--- src/rtl/ram_access_ctrl.sv ---
// Access sequencer for the 256x16 display RAM: turns step/write pulses into RAM cycles
// and reads the addressed word back for the display. Optional auto-scan: `define AUTO_SCAN_EN.
module ram_access_ctrl #(
    parameter int ADDR_W = 8,
    parameter int DATA_W = 16
`ifdef AUTO_SCAN_EN
    , parameter int SCAN_TICKS = 50_000_000
`endif
) (
    input  logic              clk,
    input  logic              reset,
    input  logic              inc,
    input  logic              dec,
    input  logic              wr_req,
    input  logic [DATA_W-1:0] wr_data,
`ifdef AUTO_SCAN_EN
    input  logic              scan_en,
`endif
    output logic              ram_we,
    output logic [ADDR_W-1:0] ram_addr,
    output logic [DATA_W-1:0] ram_din,
    input  logic [DATA_W-1:0] ram_dout,
    output logic [ADDR_W-1:0] disp_addr,
    output logic [DATA_W-1:0] disp_data,
    output logic              data_valid,
    output logic              busy
);

    typedef enum logic [1:0] {IDLE, WRITE, READ, WAIT} state_t;

    state_t            state_reg, state_next;
    logic [ADDR_W-1:0] addr_reg, addr_next;
    logic [DATA_W-1:0] din_reg, din_next;
    logic [ADDR_W-1:0] disp_addr_reg;
    logic [DATA_W-1:0] disp_data_reg;
    logic              data_valid_reg;
    logic              scan_take;

`ifdef AUTO_SCAN_EN
    localparam int CNT_W = (SCAN_TICKS > 1) ? $clog2(SCAN_TICKS) : 1;
    localparam logic [CNT_W-1:0] CNT_LAST = CNT_W'(SCAN_TICKS - 1);

    logic [CNT_W-1:0] scan_cnt_reg;
    logic             scan_pend_reg;

    // A wrap re-arms the pending tick even in the cycle it is consumed.
    always_ff @(posedge clk) begin
        if (reset || !scan_en) begin
            scan_cnt_reg  <= '0;
            scan_pend_reg <= 1'b0;
        end else begin
            if (scan_cnt_reg == CNT_LAST) begin
                scan_cnt_reg  <= '0;
                scan_pend_reg <= 1'b1;
            end else begin
                scan_cnt_reg  <= scan_cnt_reg + 1'b1;
                if (scan_take)
                    scan_pend_reg <= 1'b0;
            end
        end
    end
`endif

    // State register and datapath registers
    always_ff @(posedge clk) begin
        if (reset) begin
            state_reg      <= READ;
            addr_reg       <= '0;
            din_reg        <= '0;
            disp_addr_reg  <= '0;
            disp_data_reg  <= '0;
            data_valid_reg <= 1'b0;
        end else begin
            state_reg      <= state_next;
            addr_reg       <= addr_next;
            din_reg        <= din_next;
            data_valid_reg <= (state_reg == WAIT);
            if (state_reg == WAIT) begin
                disp_data_reg <= ram_dout;
                disp_addr_reg <= addr_reg;
            end
        end
    end

    // Next-state logic; address arithmetic wraps naturally at 2**ADDR_W
    always_comb begin
        state_next = state_reg;
        addr_next  = addr_reg;
        din_next   = din_reg;
        scan_take  = 1'b0;
        case (state_reg)
            IDLE: begin
                if (wr_req) begin
                    din_next   = wr_data;
                    state_next = WRITE;
                end else if (inc && !dec) begin
                    addr_next  = addr_reg + 1'b1;
                    state_next = READ;
                end else if (dec && !inc) begin
                    addr_next  = addr_reg - 1'b1;
                    state_next = READ;
`ifdef AUTO_SCAN_EN
                end else if (!inc && !dec && scan_pend_reg) begin
                    addr_next  = addr_reg + 1'b1;
                    state_next = READ;
                    scan_take  = 1'b1;
`endif
                end
            end
            WRITE:   state_next = READ;
            READ:    state_next = WAIT;
            WAIT:    state_next = IDLE;
            default: state_next = IDLE;
        endcase
    end

    always_comb begin
        ram_we     = (state_reg == WRITE) && !reset;
        ram_addr   = addr_reg;
        ram_din    = din_reg;
        disp_addr  = disp_addr_reg;
        disp_data  = disp_data_reg;
        data_valid = data_valid_reg;
        busy       = (state_reg != IDLE);
    end

endmodule

--- config.mk ---
export PLATFORM = sky130hd
export DESIGN_NAME = ram_access_ctrl
export DESIGN_NICKNAME = d
export VERILOG_FILES = /design/src/rtl/ram_access_ctrl.sv
export SDC_FILE = /design/constraint.sdc
export NUM_CORES = 1
export LEC_CHECK = 0
export CAP_MARGIN = 10
export CORE_UTILIZATION = 43
export CTS_CLUSTER_DIAMETER = 60
export DETAILED_ROUTE_END_ITERATION = 7
export PLACE_DENSITY = 0.8
export REMOVE_ABC_BUFFERS = 1
export SYNTH_ARGS = -nofsm -noshare
export SYNTH_HDL_FRONTEND = slang
export SYNTH_SLANG_ARGS = --single-unit
--- constraint.sdc ---
create_clock -name clk -period 3.3 [get_ports clk]
set_clock_uncertainty 0.05 [all_clocks]
set_input_delay 0.66 -clock clk [delete_from_list [all_inputs] [get_ports clk]]
set_output_delay 0.66 -clock clk [all_outputs]
set_load 0.005 [all_outputs]
==> metrics <==
worst path arrival time 3.15 ns; number of flops mapped to enable cells by yosys 0; num rows 25; startpoint types input port; PortBufs 87; commonest cells after routing, fill and taps aside clkdlybuf4s50_1 (86), dfxtp_1 (51), nand2_1 (43), nor2_1 (29), mux2i_1 (24); largest net degree at the start of global routing 54; layout cells sized above 1 0.0432; CTS Buf Count 5; total grt overflow 0; drt first pass iters 4; Max-slew headroom 0.611; ys async rst share 0; sequential fraction of the synthesis area 0.471; CTS root buf clkbuf_8; max-cap viol count 0; Die ar. 5330 um^2; fin crit share 0.914; RSZ-0062 raised after global routing no; CTS resizes 0; # Post-CTS Setup Buffers 0; Fmax 332 MHz; Post-Route WL 4960 um; commonest non-fill, non-tap cell in the layout clkdlybuf4s50_1; TritonCTS clock tree yes; Post-Syn Area 2170 um^2; Post-layout nets 375; hold-fix buffer count after cts 0; Clk Latency, worst-skew pair 0.28 ns; mean routed wirelength per cell 12.7 um; slowest stage delay, CP 0.49 ns; Peak supply drop 0.326 mV; # IOs 88; final setup fails 0; worst setup margin 0.285 ns; antenna-violating nets left 0; initial antenna violation count 0; routability cong. 0.875; Max clock buf depth 2; drt initial violations 73; Yosys reg bits 51; Worst Setup End Kind flop; number of fill cells 396; die width 73.0 um; P_leak 0.00121 uW; Synth warnings 0; worst path buffer plus inverter count 3; Remaining DRCs 0; synth unique cells 37; Ant. Diodes 0; Post-Place Worst Slack -0.0470 ns; CP max stage cell clkdlybuf4s50_1; Avg Cell Area, Syn 9.03 um^2; required time of the worst setup path 3.43 ns; Die Y 73.0 um; CTS sink count 51; synthesis-to-layout area growth 46.2%; Hold WS 0.408 ns; critical path type in2reg; CORE AREA 4790 um^2; vias per inst 4.88; H-tree levels 2; Synth Instances 240; worst min-delay path category reg2reg; dpl hpwl 3550 um; Slew @ Worst Pin 0.584 ns; P per Cell Area 558 nW/um^2; min Tclk post-route 3.02 ns; Vias 1908; Worst Path Max Fanout 7; aggregate global-route resource usage 0.191; Main synth FF type dfxtp_1; vias in the first global route 1766; first-pass GRT wire length 7900 um; Slew Limit Fails 0; CP top delay family buffers and inverters; outcome completed; Initial Util 0.453; Clock transition at path regs 0.08 ns; Final Hold Fails 0; crit-path cells clkdlybuf4s50_1 > inv_1 > ha_1 > inv_1 > ha_1 > a211oi_2 > nor3_1 > or4_1 > a31o_1 > mux2_4
## through the flow
stage	TNS [ns]	total power, uW	utilization	cells	cell area (um^2)
2_1_floorplan	0	1150	-	227	2120
3_3_place_gp	0	1450	0.647	385	3100
3_5_place_dp	-0.0470	1470	0.647	385	3100
4_1_cts	0	1800	0.662	391	3170
5_1_grt	0	1890	0.662	391	3170
6_report	0	1770	0.662	391	3170
## cell type report
class                           instances  area (um^2)  area share
Sequential cell                        51         1020       0.322
Clock buffer                            6         72.6      0.0229
Inverter                                7         26.3     0.00829
Tap cell                               67         83.8      0.0265
Timing Repair Buffer                   91          896       0.283
Multi-Input combinational cell        169         1070       0.337
## worst min-delay path: cells and delay by family, from the launching register on
| family | cells | cell delay, ns |
|---|---|---|
| AO/OA/AOI/OAI | 1 | 0.05 |
| flip-flops | 1 | 0.32 |
| AND/OR/NAND/NOR | 1 | 0.05 |
## cells by family after synthesis
kind of cell	Yosys count	synth area share
mux	25	0.118
buf+inv	20	0.0358
simple gates	91	0.179
fa+ha+maj	13	0.0785
xor+xnor	3	0.0121
flops	51	0.471
compound gates	37	0.106
## synth_stat cells (all sizes together), types with 2 or more instances
| library cell | n | area (um^2) |
|---|---|---|
| nor3 | 4 | 20.0 |
| nor2 | 29 | 109 |
| o211ai | 2 | 15.0 |
| nand3 | 3 | 15.0 |
| nand2 | 43 | 161 |
| mux2i | 24 | 240 |
| buf | 3 | 13.8 |
| xnor2 | 3 | 26.3 |
| a211oi | 2 | 20.0 |
| or4 | 2 | 15.0 |
| a21oi | 22 | 110 |
| o21ai | 2 | 10.0 |
| ha | 12 | 150 |
| nor2b | 3 | 18.8 |
| a21o | 2 | 16.3 |
| dfxtp | 51 | 1020 |
| nand3b | 2 | 15.0 |
| clkbuf | 10 | 37.5 |
| inv | 7 | 26.3 |
## report_power, final
group / switching (uW) / internal [uW]
registers: 60.9 / 712
clock network: 181 / 142
logic: 293 / 379
## worst paths after layout
check | slack [ns] | end | cells after the start | from
max | 0.28 | ram_addr[7]$_SDFFE_PP0P_ | 10 | dec
max reg2reg | 1.16 | ram_addr[7]$_SDFFE_PP0P_ | 6 | ram_addr[1]$_SDFFE_PP0P_
min | 0.41 | ram_din[10]$_SDFFE_PP0P_ | 2 | ram_din[10]$_SDFFE_PP0P_
min reg2reg | 0.41 | ram_din[10]$_SDFFE_PP0P_ | 2 | ram_din[10]$_SDFFE_PP0P_
## routing by layer
layer | vias to the layer above | part of all wire | global-route usage
li1 | 974 | - | -
met1 | 881 | 0.45 | 0.240
met2 | 49 | 0.50 | 0.332
met3 | 4 | 0.040 | 0.0456
met4 | 0 | 0.0073 | 0.0392
met5 | - | 0 | 0
Power figures use the tool's default switching activity.
